<file path="src/rtl/register_wb_arbiter_if.sv">
// Writeback bus between the two pipeline requesters, the register file and the stall table.
// Handshake: a requester raises rN_valid with reg/size/data stable and holds them until
// rN_ready is high in the same cycle; valid never depends on ready; the beat transfers on that edge.
interface register_wb_arbiter_if #(
    parameter int DATA_W = 32,
    parameter int REG_W  = 3
);
    logic              r0_valid;
    logic              r0_ready;
    logic              r0_lock;
    logic [REG_W-1:0]  r0_reg;
    logic [1:0]        r0_size;
    logic [DATA_W-1:0] r0_data;

    logic              r1_valid;
    logic              r1_ready;
    logic              r1_lock;
    logic [REG_W-1:0]  r1_reg;
    logic [1:0]        r1_size;
    logic [DATA_W-1:0] r1_data;

    logic              rf_stall;
    logic              rf_we;
    logic [REG_W-1:0]  rf_reg;
    logic [1:0]        rf_size;
    logic [DATA_W-1:0] rf_data;
    logic [REG_W-1:0]  wb_reg;
    logic              wb_is_valid;

    modport master (
        output r0_valid, r0_lock, r0_reg, r0_size, r0_data,
        input  r0_ready,
        output r1_valid, r1_lock, r1_reg, r1_size, r1_data,
        input  r1_ready,
        output rf_stall,
        input  rf_we, rf_reg, rf_size, rf_data, wb_reg, wb_is_valid
    );

    modport slave (
        input  r0_valid, r0_lock, r0_reg, r0_size, r0_data,
        output r0_ready,
        input  r1_valid, r1_lock, r1_reg, r1_size, r1_data,
        output r1_ready,
        input  rf_stall,
        output rf_we, rf_reg, rf_size, rf_data, wb_reg, wb_is_valid
    );
endinterface

</file>
<file path="src/rtl/register_wb_arbiter.sv">
// Round-robin arbiter (with per-requester lock) sharing the register file write port
// between two writeback requesters; the registered winner also clears the stall table entry.
module register_wb_arbiter #(
    parameter int DATA_W = 32,
    parameter int REG_W  = 3
) (
    input  logic                clk,
    input  logic                reset,
    register_wb_arbiter_if.slave bus,
    output logic [1:0]          dbg_lock_own,
    output logic                dbg_prio
);

    typedef enum logic [1:0] {
        LOCK_NONE = 2'd0,
        LOCK_R0   = 2'd1,
        LOCK_R1   = 2'd2
    } lock_own_t;

    lock_own_t         lock_q, lock_d;
    logic              prio_q, prio_d;
    logic              grant0, grant1;

    logic              we_q;
    logic [REG_W-1:0]  reg_q;
    logic [1:0]        size_q;
    logic [DATA_W-1:0] data_q;

    // Grants are gated by reset so neither requester sees ready while the block is held in reset.
    always_comb begin
        grant0 = 1'b0;
        grant1 = 1'b0;
        lock_d = lock_q;
        prio_d = prio_q;
        if (reset && !bus.rf_stall) begin
            case (lock_q)
                LOCK_R0: grant0 = bus.r0_valid;
                LOCK_R1: grant1 = bus.r1_valid;
                default: begin
                    if (bus.r0_valid && bus.r1_valid) begin
                        grant0 = !prio_q;
                        grant1 = prio_q;
                    end else begin
                        grant0 = bus.r0_valid;
                        grant1 = bus.r1_valid;
                    end
                end
            endcase
        end
        if (grant0) begin
            prio_d = 1'b1;
            lock_d = bus.r0_lock ? LOCK_R0 : LOCK_NONE;
        end else if (grant1) begin
            prio_d = 1'b0;
            lock_d = bus.r1_lock ? LOCK_R1 : LOCK_NONE;
        end
    end

    always_ff @(posedge clk or negedge reset) begin
        if (!reset) begin
            lock_q <= LOCK_NONE;
            prio_q <= 1'b0;
        end else begin
            lock_q <= lock_d;
            prio_q <= prio_d;
        end
    end

    // A stalled register file freezes the pending write so it is retried, not lost.
    always_ff @(posedge clk or negedge reset) begin
        if (!reset) begin
            we_q   <= 1'b0;
            reg_q  <= '0;
            size_q <= '0;
            data_q <= '0;
        end else if (!bus.rf_stall) begin
            if (grant0) begin
                we_q   <= 1'b1;
                reg_q  <= bus.r0_reg;
                size_q <= bus.r0_size;
                data_q <= bus.r0_data;
            end else if (grant1) begin
                we_q   <= 1'b1;
                reg_q  <= bus.r1_reg;
                size_q <= bus.r1_size;
                data_q <= bus.r1_data;
            end else begin
                we_q   <= 1'b0;
            end
        end
    end

    assign bus.r0_ready    = grant0;
    assign bus.r1_ready    = grant1;
    assign bus.rf_we       = we_q;
    assign bus.rf_reg      = reg_q;
    assign bus.rf_size     = size_q;
    assign bus.rf_data     = data_q;
    assign bus.wb_is_valid = we_q;
    assign bus.wb_reg      = reg_q;

    assign dbg_lock_own    = lock_q;
    assign dbg_prio        = prio_q;

endmodule

</file>
<file path="src/flat_wrapper.sv">
// flat-port wrapper written by rule: the top's interface ports become plain ports
module register_wb_arbiter_flat 
#(
    parameter int DATA_W = 32,
    parameter int REG_W  = 3
)
  (clk, reset, dbg_lock_own, dbg_prio, bus_r0_valid, bus_r0_lock, bus_r0_reg, bus_r0_size, bus_r0_data, bus_r0_ready, bus_r1_valid, bus_r1_lock, bus_r1_reg, bus_r1_size, bus_r1_data, bus_r1_ready, bus_rf_stall, bus_rf_we, bus_rf_reg, bus_rf_size, bus_rf_data, bus_wb_reg, bus_wb_is_valid);
  register_wb_arbiter_if #(.DATA_W(DATA_W), .REG_W(REG_W)) bus_i ();
  input  logic clk;
  input  logic reset;
  output logic [1:0] dbg_lock_own;
  output logic dbg_prio;
  input wire logic [$bits(bus_i.r0_valid)-1:0] bus_r0_valid;
  input wire logic [$bits(bus_i.r0_lock)-1:0] bus_r0_lock;
  input wire logic [$bits(bus_i.r0_reg)-1:0] bus_r0_reg;
  input wire logic [$bits(bus_i.r0_size)-1:0] bus_r0_size;
  input wire logic [$bits(bus_i.r0_data)-1:0] bus_r0_data;
  output wire logic [$bits(bus_i.r0_ready)-1:0] bus_r0_ready;
  input wire logic [$bits(bus_i.r1_valid)-1:0] bus_r1_valid;
  input wire logic [$bits(bus_i.r1_lock)-1:0] bus_r1_lock;
  input wire logic [$bits(bus_i.r1_reg)-1:0] bus_r1_reg;
  input wire logic [$bits(bus_i.r1_size)-1:0] bus_r1_size;
  input wire logic [$bits(bus_i.r1_data)-1:0] bus_r1_data;
  output wire logic [$bits(bus_i.r1_ready)-1:0] bus_r1_ready;
  input wire logic [$bits(bus_i.rf_stall)-1:0] bus_rf_stall;
  output wire logic [$bits(bus_i.rf_we)-1:0] bus_rf_we;
  output wire logic [$bits(bus_i.rf_reg)-1:0] bus_rf_reg;
  output wire logic [$bits(bus_i.rf_size)-1:0] bus_rf_size;
  output wire logic [$bits(bus_i.rf_data)-1:0] bus_rf_data;
  output wire logic [$bits(bus_i.wb_reg)-1:0] bus_wb_reg;
  output wire logic [$bits(bus_i.wb_is_valid)-1:0] bus_wb_is_valid;
  assign bus_i.r0_valid = bus_r0_valid;
  assign bus_i.r0_lock = bus_r0_lock;
  assign bus_i.r0_reg = bus_r0_reg;
  assign bus_i.r0_size = bus_r0_size;
  assign bus_i.r0_data = bus_r0_data;
  assign bus_r0_ready = bus_i.r0_ready;
  assign bus_i.r1_valid = bus_r1_valid;
  assign bus_i.r1_lock = bus_r1_lock;
  assign bus_i.r1_reg = bus_r1_reg;
  assign bus_i.r1_size = bus_r1_size;
  assign bus_i.r1_data = bus_r1_data;
  assign bus_r1_ready = bus_i.r1_ready;
  assign bus_i.rf_stall = bus_rf_stall;
  assign bus_rf_we = bus_i.rf_we;
  assign bus_rf_reg = bus_i.rf_reg;
  assign bus_rf_size = bus_i.rf_size;
  assign bus_rf_data = bus_i.rf_data;
  assign bus_wb_reg = bus_i.wb_reg;
  assign bus_wb_is_valid = bus_i.wb_is_valid;
  register_wb_arbiter #(.DATA_W(DATA_W), .REG_W(REG_W)) u_core (.clk(clk), .reset(reset), .bus(bus_i), .dbg_lock_own(dbg_lock_own), .dbg_prio(dbg_prio));
endmodule
</file>
<file path="config.mk">
export PLATFORM = sky130hd
export DESIGN_NAME = register_wb_arbiter_flat
export DESIGN_NICKNAME = d
export VERILOG_FILES = /design/src/rtl/register_wb_arbiter_if.sv /design/src/rtl/register_wb_arbiter.sv /design/src/flat_wrapper.sv
export SDC_FILE = /design/constraint.sdc
export NUM_CORES = 1
export LEC_CHECK = 0
export CAP_MARGIN = 20
export CORE_MARGIN = 2
export CORE_UTILIZATION = 33
export DETAILED_ROUTE_END_ITERATION = 16
export PLACE_DENSITY_LB_ADDON = 0.1
export SYNTH_ARGS = -nofsm -noshare
export SYNTH_HDL_FRONTEND = slang
export SYNTH_SLANG_ARGS = --single-unit
</file>
<file path="constraint.sdc">
create_clock -name clk -period 1.8 [get_ports clk]
set_input_delay 0.54 -clock clk [delete_from_list [all_inputs] [get_ports clk]]
set_output_delay 0.54 -clock clk [all_outputs]
set_load 0.005 [all_outputs]
</file>
=== Yosys cells after proc, flatten, opt, wreduce, memory -nomap -nowiden ===
Cells that the tools add are included.

* Equality and inequality tests: 2
* Reduce and logical (&&, ||, !) cells: 6
* Mux-type cells: 20
* Bitwise gates (word level): 1

{| class="wikitable"
|+ Operator list
! operator !! count
|-
| $mux W32 || 2
|-
| $mux W2 || 5
|-
| $mux W1 || 9
|-
| $mux W3 || 2
|-
| $pmux W1 S2 || 2
|-
| $eq A2 B1 Y1 const B || 1
|-
| $eq A2 B2 Y1 const B || 1
|-
| $logic_and A1 B1 Y1 || 2
|-
| $logic_not A1 Y1 || 2
|-
| $reduce_and A2 Y1 || 1
|-
| $reduce_bool A2 Y1 || 1
|-
| $not A1 Y1 || 1
|}

* Bits of input ports: 81
* Bits in registers: 41
* Output and inout port bits: 47

=== Depth between registers and ports, before layout ===
* Depth in word-level cells: 6
* Mapped depth: 7
* Mapped depth without buffers: 6

=== Worst setup path after synthesis ===
OpenSTA, ideal clock, no wires.

* Kind: register -> output
* Start point: reg u_core.lock_q[0] (netlist: u_core.dbg_lock_own[0])
* End point: out bus_r0_ready
* Cell stages (with the launch flop): 6
* Buffers on the path: 1
* Required time: 1.260 ns
* Path slack: -0.082 ns
* Arrival: 1.342 ns
* Cells stage by stage: dfrtp_1 > inv_1 > ha_1 > nand3_1 > o2111a_1 > buf_2

* Longest elaborated chain between the ends: 3
* Elaborated cells between the ends (all ways): 4

{| class="wikitable"
|+ RTL lines
! item !! RTL line !! text
|-
| from (decl) || register_wb_arbiter.sv:20 || <nowiki>lock_own_t lock_q, lock_d;</nowiki>
|-
| from (signal assigned) || register_wb_arbiter.sv:64 || <nowiki>lock_q <= lock_d;</nowiki>
|-
| $eq A2 B2 Y1 / $eq A2 B1 Y1 (equally long branches) || register_wb_arbiter.sv:36 || <nowiki>case (lock_q)</nowiki>
|-
| $pmux W1 S2 (*) || register_wb_arbiter.sv:36 ||
|-
| $mux W1 (*) || register_wb_arbiter.sv:35 || <nowiki>if (reset && !bus.rf_stall) begin</nowiki>
|-
| to (decl) || flat_wrapper.sv:18 || <nowiki>output wire logic [$bits(bus_i.r0_ready)-1:0] bus_r0_ready;</nowiki>
|}

Every way passes the cells marked *; elsewhere a longest branch is shown, timed or not.

=== Worst setup path after layout ===
* Start point: reg u_core.lock_q[1] (netlist: u_core.dbg_lock_own[1])
* End point: out bus_r1_ready

* Longest elaborated chain between the ends: 3
* Elaborated cells between the ends (all ways): 4

{| class="wikitable"
|+ RTL lines
! item !! RTL line !! text
|-
| $eq A2 B2 Y1 / $eq A2 B1 Y1 (equally long branches) || register_wb_arbiter.sv:36 ||
|-
| $pmux W1 S2 (*) || register_wb_arbiter.sv:36 ||
|-
| $mux W1 (*) || register_wb_arbiter.sv:35 ||
|-
| to (decl) || flat_wrapper.sv:24 || <nowiki>output wire logic [$bits(bus_i.r1_ready)-1:0] bus_r1_ready;</nowiki>
|}

Marked as above.

==> parameters.txt <==
Parameter                              Value

Setup path
  Startpoint kind of the worst setup timing path    flip-flop
  Critical Path Stages    4
  Worst setup path endpoint    bus_r1_ready
  Kind of end point of the critical path    output pin
  Startpoint of the most critical register-to-register path    u_core.dbg_lock_own[1]$_DFFE_PN0P_
  Worst-path cell chain    ha_4, nand3b_1, o2111a_1, buf_2
  Cell count of the worst reg-to-reg path    8
  WP data required    1.26 ns
  Worst reg-to-reg setup slack    -0.06 ns
  Slowest cell on the critical path    sky130_fd_sc_hd__dfrtp_1
  Worst Setup SP    u_core.dbg_lock_own[1]$_DFFE_PN0P_
  Family with the most delay on the worst path    flip-flops
  Worst r2r dst    u_core.bus.rf_data[4]$_DFFE_PN0P_
  Critical path start-end classification    flip-flop to output pin
  CP Data Arrival Time    1.40 ns
  Number of buffer and inverter instances along the worst setup path    1
  Largest driver fanout on the critical path    5
  Worst stage delay on the critical path    0.42 ns

Timing
  Final period demand of the worst path    ~1.9 ns
  Highest achievable clock rate    roughly 0.52 GHz
  Post-route clock period utilization    1.08
  Worst setup slack after layout    -0.137 ns
  Relative max-transition margin    0.640
  TNS Setup    -1.13 ns
  Final hold violation count    0
  Setup violation total in the final timing report    28
  Clock Skew    0.00681 ns
  Setup repair after global routing missed its margin    true
  Hold Slack    0.356 ns
  Total count of max-transition violations in the final report    0
  Actual slew at the worst max-slew pin    0.541 ns

Die
  Starting density of the core    0.338
  Boundary pin count    between 100 and 150
  Die Outline Area    6630 um^2
  Die X    ~81 um
  Standard-cell row count    28
  Placeable core area    5850 um^2
  Die boundary height    81.4 um

Placement
  Worst slack at placement    -0.636 ns
  Total of buffers placed on input and output ports    approximately 130
  HPWL Detailed    roughly 4100 um
  Final RePlAce weighted congestion    0.731
  Cell total after placement    393

Yosys
  Fraction of post-synthesis cell area in the top cell type by area    0.519
  Sequential share of the synthesized area    0.519
  Count of warnings emitted by yosys    0
  List of most frequent post-synthesis cells    sky130_fd_sc_hd__dfrtp_1 (41), sky130_fd_sc_hd__inv_1 (39), sky130_fd_sc_hd__a32oi_1 (37)
  Synthesis-stage register bit count    41
  Top cells by area in the synthesized netlist    sky130_fd_sc_hd__dfrtp_1 (52%), sky130_fd_sc_hd__a32oi_1 (16%), sky130_fd_sc_hd__o21ai_1 (9.1%)
  Synth Flop Type    sky130_fd_sc_hd__dfrtp_1
  Biggest area consumer among synthesized cells    sky130_fd_sc_hd__dfrtp_1
  Post-Synthesis Mean Instance Area    around 10 um^2
  Number of enable flip-flop cells after synthesis    0
  Count of distinct cell types in the synthesized netlist    22
  Most common cell in the netlist    sky130_fd_sc_hd__dfrtp_1
  Post-Synthesis Cell Area    between 1500 and 2000 um^2
  Async set-reset flop share out of synthesis    1.00
  Post-Synthesis Cells    190
  Syn_nets    273

Status
  Outcome    finished with violations
  Failing checks    setup timing

Clock tree
  Reg clk slew, reported paths    approximately 0.070 ns
  CTS Buf Count    5
  CTS H-tree depth    2
  Maximum number of buffers from clock root to sink    2
  Cts hold-fix bufs    0
  Sinks on Clock Net    41
  Clock root buffer master    sky130_fd_sc_hd__clkbuf_8
  TritonCTS clock tree    built
  Clk_lat worst skew    0.29 ns

Route
  DR pass1 iterations    4
  Average via count per standard cell    4.96
  Final routed wire length divided by cell count    ~17 um
  Total number of vias    2093
  Number of nets with antenna violations after routing    0
  Violation count after the first detailed-routing iteration    107
  Total wirelength of the detailed-routed design    roughly 7100 um
  Detailed-route DRC error count    0

Layout
  Area taken by flip-flops and latches    1030 um^2
  Antenna cell count    0
  Number of flip-flops under the largest register name    32
  Final core utilization    0.674
  Number of nets in the finished design    around 430
  Fraction of final layout cells with drive strength greater than 1    0.274
  Post-Layout Cell Count    422
  Footprint of the multi-input gates    968 um^2
  Area Overhead vs Synth    99.3%
  Fillcell total    472

Global route
  GRT Residual Overflow    0
  Number of antenna violations at the first check in global routing    0
  Pin count of the biggest net entering global routing    42
  Vias in the first global route    1997
  Aggregate global-route resource usage    0.203
  First-pass GRT wire length    10100 um

Power and ir drop
  Largest voltage drop on the vdd net    0.597 mV
  PwrDens    1270 nW/um^2
  Leakage component of the power    1.77 nW

Flow run
  MaxCap Viol Count    0

Worst hold path
  Hold Path Class    primary input to asynchronous set/reset pin
## through the flow
step                      area (um^2)  total power [mW]
after floorplan                  1990              2.46
after global placement           3370              3.81
after detailed placement         3370              3.84
after CTS                        3600              4.67
after global routing             3940              5.34
final                            3940              4.99
## worst min path at each step
stage                     slack, ns  cells past startpoint                            endpoint
after floorplan                0.24                      0   u_core.bus.rf_data[0]$_DFFE_PN0P_
after global placement         0.50                      1        u_core.bus.rf_we$_DFFE_PN0N_
after detailed placement       0.50                      1        u_core.bus.rf_we$_DFFE_PN0N_
after CTS                      0.38                      2  u_core.bus.rf_data[23]$_DFFE_PN0P_
after global routing           0.40                      2  u_core.bus.rf_data[17]$_DFFE_PN0P_
final                          0.36                      2  u_core.bus.rf_data[17]$_DFFE_PN0P_
## where the power goes
part,internal [mW],total (mW),switching [mW]
registers,1.35,1.60,0.252
logic,1.71,2.74,1.03
clock network,0.347,0.656,0.309
## cell usage in the layout (no fill, tap or decap), types with 3 or more instances in the layout
cell	Yosys	routed
sky130_fd_sc_hd__buf_2	6	3
sky130_fd_sc_hd__buf_6	4	3
sky130_fd_sc_hd__a32oi_1	37	33
sky130_fd_sc_hd__a32oi_2	0	4
sky130_fd_sc_hd__clkbuf_8	0	7
sky130_fd_sc_hd__dfrtp_1	41	41
sky130_fd_sc_hd__buf_8	0	4
sky130_fd_sc_hd__o21ai_2	1	28
sky130_fd_sc_hd__clkdlybuf4s50_1	0	118
sky130_fd_sc_hd__o21ai_1	36	9
sky130_fd_sc_hd__buf_4	5	23
sky130_fd_sc_hd__mux2_4	1	7
sky130_fd_sc_hd__dlygate4sd2_1	0	5
sky130_fd_sc_hd__inv_1	39	37
## worst reg2reg max path: stages (launching register included)
cell and delay, ns:
sky130_fd_sc_hd__dfrtp_1 0.41, sky130_fd_sc_hd__buf_6 0.12, sky130_fd_sc_hd__inv_2 0.03, sky130_fd_sc_hd__ha_2 0.16, sky130_fd_sc_hd__buf_4 0.14, sky130_fd_sc_hd__o211ai_4 0.24
sky130_fd_sc_hd__clkbuf_16 0.21, sky130_fd_sc_hd__mux2_4 0.37, sky130_fd_sc_hd__o21ai_1 0.13
## layout make-up
class | count | share of cell area
Clock buffer | 7 | 0.0244
Inverter | 39 | 0.0371
Tap cell | 75 | 0.0238
Timing Repair Buffer | 161 | 0.407
Clock inverter | 1 | 0.00127
Multi-Input combinational cell | 98 | 0.246
Sequential cell | 41 | 0.260
## metal layers
| layer | vias to the layer above | routed length [um] | GRT usage |
|---|---|---|---|
| li1 | 1010 | - | - |
| met1 | 1006 | 3030 | 0.252 |
| met2 | 71 | 3480 | 0.337 |
| met3 | 6 | 558 | 0.0736 |
| met4 | 0 | 61 | 0.0508 |
| met5 | - | 0 | 0 |
## logic make-up (layout without fill, tap and decap cells)
family	Yosys count	in the layout	synth area share
simple gates	6	6	0.0190
mux	2	9	0.0126
flops	41	41	0.519
buf+inv	58	208	0.139
compound gates	81	81	0.299
fa+ha+maj	2	2	0.0126
## repair_timing
item	CTS	global route
endpoints found under the setup margin	42	41
setup buffers	4	8
gates resized for setup	24	49
gates cloned	4	5
pin swaps	2	7
Power figures use the tool's default switching activity.
